[src/rtl/ascon_crypt_sequencer.sv]
// Block sequencer for an Ascon encrypt/decrypt datapath: accepts 128-bit blocks,
// runs the p8 permutation on full blocks and a final LAST step on the tail or padding block.
module ascon_crypt_sequencer (
    input  logic         clk,
    input  logic         rst_n,
    input  logic         start,
    input  logic         mode,
    input  logic [31:0]  text_len,
    input  logic         in_valid,
    output logic         in_ready,
    input  logic [127:0] in_data,
    output logic         out_valid,
    input  logic         out_ready,
    output logic [127:0] out_data,
    output logic [4:0]   out_bytes,
    output logic         dp_process_en,
    output logic         dp_mode_sel,
    output logic [31:0]  dp_text_length,
    output logic [31:0]  dp_text_position,
    output logic [127:0] dp_data_in,
    input  logic [127:0] dp_data_out,
    output logic         perm_start,
    input  logic         perm_done,
    output logic         busy,
    output logic         done
);

    typedef enum logic [2:0] {
        StIdle,
        StWaitIn,
        StPerm,
        StLast,
        StCapture,
        StOut,
        StDone
    } state_e;

    state_e         state_q, state_d;
    logic           mode_q;
    logic [31:0]    len_q;
    logic [31:0]    pos_q;
    logic [127:0]   data_in_q;
    logic [127:0]   out_data_q;
    logic [4:0]     out_bytes_q;
    logic           last_q;
    logic           perm_issued_q;

    logic [31:0]    rem;
    logic [4:0]     take;
    logic           in_hs;

    assign rem   = len_q - pos_q;
    assign take  = (rem < 32'd16) ? rem[4:0] : 5'd16;
    assign in_hs = in_valid && (state_q == StWaitIn);

    always_ff @(posedge clk or negedge rst_n) begin
        if (!rst_n) begin
            state_q <= StIdle;
        end else begin
            state_q <= state_d;
        end
    end

    always_comb begin
        state_d = state_q;
        unique case (state_q)
            StIdle: begin
                if (start) begin
                    state_d = (text_len == 32'd0) ? StLast : StWaitIn;
                end
            end
            StWaitIn: begin
                if (in_valid) begin
                    state_d = (rem >= 32'd16) ? StPerm : StLast;
                end
            end
            StPerm: begin
                if (perm_done) begin
                    state_d = StCapture;
                end
            end
            StLast:    state_d = (rem == 32'd0) ? StDone : StCapture;
            StCapture: state_d = StOut;
            StOut: begin
                // pos_q has already advanced here, so rem is the remaining length
                if (out_ready) begin
                    if (last_q) begin
                        state_d = StDone;
                    end else if (rem == 32'd0) begin
                        state_d = StLast;
                    end else begin
                        state_d = StWaitIn;
                    end
                end
            end
            StDone:  state_d = StIdle;
            default: state_d = StIdle;
        endcase
    end

    always_comb begin
        in_ready      = (state_q == StWaitIn);
        out_valid     = (state_q == StOut);
        dp_process_en = ((state_q == StPerm) && perm_done) || (state_q == StLast);
        perm_start    = (state_q == StPerm) && !perm_issued_q;
        busy          = (state_q != StIdle);
        done          = (state_q == StDone);
    end

    always_ff @(posedge clk or negedge rst_n) begin
        if (!rst_n) begin
            mode_q        <= 1'b0;
            len_q         <= 32'd0;
            pos_q         <= 32'd0;
            data_in_q     <= 128'd0;
            out_data_q    <= 128'd0;
            out_bytes_q   <= 5'd0;
            last_q        <= 1'b0;
            perm_issued_q <= 1'b0;
        end else begin
            // Marks every PERM cycle after the first so perm_start is a single pulse
            perm_issued_q <= (state_q == StPerm);
            if ((state_q == StIdle) && start) begin
                mode_q <= mode;
                len_q  <= text_len;
                pos_q  <= 32'd0;
                last_q <= 1'b0;
            end
            if (in_hs) begin
                data_in_q <= in_data;
            end
            if (state_q == StCapture) begin
                out_data_q  <= dp_data_out;
                out_bytes_q <= take;
                pos_q       <= pos_q + {27'd0, take};
                last_q      <= (rem < 32'd16);
            end
        end
    end

    assign out_data         = out_data_q;
    assign out_bytes        = out_bytes_q;
    assign dp_mode_sel      = mode_q;
    assign dp_text_length   = len_q;
    assign dp_text_position = pos_q;
    assign dp_data_in       = data_in_q;

endmodule

[config.mk]
export PLATFORM = sky130hd
export DESIGN_NAME = ascon_crypt_sequencer
export DESIGN_NICKNAME = d
export VERILOG_FILES = /design/src/rtl/ascon_crypt_sequencer.sv
export SDC_FILE = /design/constraint.sdc
export NUM_CORES = 1
export LEC_CHECK = 0
export ABC_AREA = 1
export CAP_MARGIN = 25
export CORE_AREA = 5 5 241 243
export DETAILED_ROUTE_END_ITERATION = 16
export DIE_AREA = 0 0 246 248
export SLEW_MARGIN = 20
export SYNTH_ARGS = -nofsm -noshare
export SYNTH_HDL_FRONTEND = slang
export SYNTH_SLANG_ARGS = --single-unit
[constraint.sdc]
create_clock -name clk -period 5.4 [get_ports clk]
set_input_delay 0.81 -clock clk [delete_from_list [all_inputs] [get_ports clk]]
set_output_delay 0.81 -clock clk [all_outputs]
set_load 0.01 [all_outputs]
==> run_results.csv <==
group,metric,value,unit
sta,finalHoldViolCount,0,
routing,viasPerCell,4.569,
global_route,grt_max_degree,155,
critical_path,rr_worst_depth,36,
logic_synthesis,synth.ff_latch_count,331,
floorplan,rows,87,
floorplan,initial_core_util,28.69,%
sta,setup_tns,0,ns
cells_and_area,syn_to_final_growth,55.35,%
critical_path,critPathTopFamily,"simple AND/OR/NAND/NOR gates",
routing,drtIter0Drc,835,
power_and_ir_drop,seq_power_share,29.2,%
global_route,grtUsageTotal,21.50,%
clocking,clkTransAtPathRegs,0.06,ns
power_and_ir_drop,power.share.clock,18.6,%
cells_and_area,nNetsFinal,2849,
floorplan,dieArea,61010,µm²
critical_path,slowest_delay,0.41,ns
cells_and_area,final_common_cell,"nand2_1",
routing,wire_per_inst,20.77,µm
logic_synthesis,syn_area,15990,µm²
run_status,status,"complete, no violations",
critical_path,slowest_stage,"dfrtp_1",
cells_and_area,fin_area,24840,µm²
cells_and_area,layout.cells.non_filler,3308,
critical_path,endpoint_kind,"flip-flop",
placement,placed_area,23270,µm²
power_and_ir_drop,power_per_cell_area,598.9,nW/µm²
power_and_ir_drop,power,14.88,mW
cells_and_area,mostFrequentLayoutCells,"nand2_1, clkdlybuf4s50_1, dfrtp_1",
sta,final-max-slew-violation-count,0,
floorplan,core-area,55730,µm²
logic_synthesis,synth_warnings,0,
clocking,clk_latency,0.55,ns
critical_path,cp_max_fo,6,
placement,post-place-ws,0.05702,ns
critical_path,worstSetupPathType,"flip-flop to flip-flop",
critical_path,reg2reg_slack,0.33,ns
critical_path,crit_arrival,5.53,ns
floorplan,die_h,248,µm
cells_and_area,fillerInstances,5477,
min_path,hold_path.class,"primary input to async pin",
placement,hpwl,54190,µm
critical_path,path_common_cell,"nand2_1",
power_and_ir_drop,p_sw_share,40.01,%
logic_synthesis,synth_cell_types,43,
sta,worst_hold_slack,0.2109,ns
routing,routed_wl,68710,µm
logic_synthesis,synthArstFlopShare,100.0,%
clocking,cts_tree,"done",
power_and_ir_drop,leakagePower,11.60,nW
critical_path,r2r-end,"dp_text_position[30]",
sta,finalCritPeriodShare,93.90,%
sta,maxSlewHeadroom,42.54,%
placement,portBuffers,626,
clocking,root_buffer,"clkbuf_16",
sta,final.min_clock_period,5.071,ns
global_route,overflow,0,
global_route,grt_pass1_vias,15570,
cells_and_area,drive_gt1_share,13.06,%
power_and_ir_drop,p_sw,5.953,mW
logic_synthesis,synth_enable_flop_cells,0,
clocking,clockBufferDepth,3,
sta,fin_ws,0.3294,ns
run,cap_violations,0,
placement,place_inst,3222,
sta,setup_viol,0,
routing,ant_nets,0,
routing,vias,15115,
cells_and_area,multiInputGateArea,6925,µm²
logic_synthesis,synthesis.nets,2199,
logic_synthesis,ys_seq_area_share,51.80,%
global_route,antenna_found_initial,34,
placement,gp_congestion,0.8833,
critical_path,critPathLaunchType,"flip-flop",
critical_path,path_buf_inv,4,
sta,fin_skew,0.02501,ns
critical_path,r2r-start,"dp_text_length[0]",
cells_and_area,ff_latch_area,8293,µm²
routing,drt_first_pass_iters,5,
floorplan,ios,627,
clocking,numCtsBuffers,40,
power_and_ir_drop,peakVddDrop,336.7,µV
cells_and_area,final_core_util,44.57,%
logic_synthesis,ys.flop_type,"dfrtp_1",
critical_path,critical_path_required,5.86,ns
power_and_ir_drop,power_frac_comb,52.2,%
routing,route.detailed.drc,0,
global_route,grt_pass1_wl,99100,µm
clocking,cts.htree.levels,2,
sta,clock.fmax,197.2,MHz
logic_synthesis,syn_area_per_cell,8.565,µm²
power_and_ir_drop,intPower,8.925,mW
logic_synthesis,synthCells,1867,
sta,tightest_slew,0.8619,ns
clocking,cts_num_sinks,331,
floorplan,die_w,246,µm
[state kept, by name (all words and copies together), names as in the netlist]
name	cells
out_data	128
perm_issued_q	1
out_bytes	5
state_q	3
last_q	1
dp_mode_sel	1
dp_data_in	128
dp_text_position	32
dp_text_length	32
[worst max path at each step]
stage / startpoint / to / cells after the start / slack, ns
6_report: dp_text_length[0] / dp_text_position[30] / 36 / 0.33
3_5_place_dp: dp_text_length[0] / dp_text_position[30] / 36 / 0.06
3_3_place_gp: dp_text_length[0] / dp_text_position[30] / 36 / 0.14
5_1_grt: dp_text_length[0] / dp_text_position[30] / 36 / -0.12
4_1_cts: dp_text_length[0] / dp_text_position[30] / 36 / 0.06
2_1_floorplan: dp_text_position[0] / dp_text_position[30] / 35 / 0.88
[power by group through the flow]
stage                     Clock (mW)  Combinational [mW]  Sequential [mW]
final                           2.77                7.76             4.35
after detailed placement           0                7.74             4.35
after floorplan                    0                3.35             4.72
after CTS                       2.86                7.78             4.34
after global placement             0                7.71             4.30
after global routing            2.96                8.47             4.48
[Yosys cell counts (3+ instances only)]
cell type    n  area, µm²
nand4_2      3      37.54
o21ai_0     41      205.2
a21oi_1     30      150.1
nor4_1      12      75.07
a21oi_2      5      43.79
mux2_2     128       1441
xor2_1       4      35.03
dfrtp_1    331       8283
ha_1        35      437.9
o21ai_1      3      15.01
o21bai_1     6      45.04
nand3b_1     7      52.55
nand4_1     17      106.4
inv_2        9      33.78
nor3_1      16      80.08
nand3_1     65      325.3
clkbuf_1    54      202.7
nor2_1      82      307.8
o22ai_1      8      50.05
nor2_2      14      87.58
nand2_1    767       2879
nand2_2     18      112.6
inv_1      180      675.7
nand3_2      7      70.07
[routing by layer]
| metal | GRT usage, % | part of all wire (%) | vias to the layer above |
|---|---|---|---|
| met1 | 25.63 | 39 | 7123 |
| met4 | 8.320 | 3.4 | 40 |
| li1 | - | - | 7201 |
| met2 | 34.53 | 47 | 595 |
| met5 | 0 | 0.39 | - |
| met3 | 9.337 | 10 | 156 |
[cells by family after synthesis]
family	count (synthesis)	share of synthesized area, %
flip-flops	331	51.80
XOR/XNOR	6	0.3286
adder cells (fa/ha/maj)	37	2.989
AND/OR/NAND/NOR	1020	26.54
AO/OA/AOI/OAI	99	3.474
buffers and inverters	245	5.798
multiplexers	129	9.076
[cell type report]
cell class                      instances  share of cell area [%]
Sequential cell                       331                   33.38
Inverter                              190                   2.891
Multi-Input combinational cell       1291                   27.88
Clock inverter                         10                  0.5591
Timing Repair Buffer                  663                   26.56
Clock buffer                           57                   4.820
Tap cell                              756                   3.808
Antenna cell                           10                  0.1007
[what timing repair did]
item / in CTS / in global routing
resized for setup: 2 / 44
hold buffers: 0 / 0
buffers inserted: 1 / 8
setup endpoints to repair: 1 / 6
pin swaps: 1 / 14
Note: power is estimated with default switching activity, not from simulation.
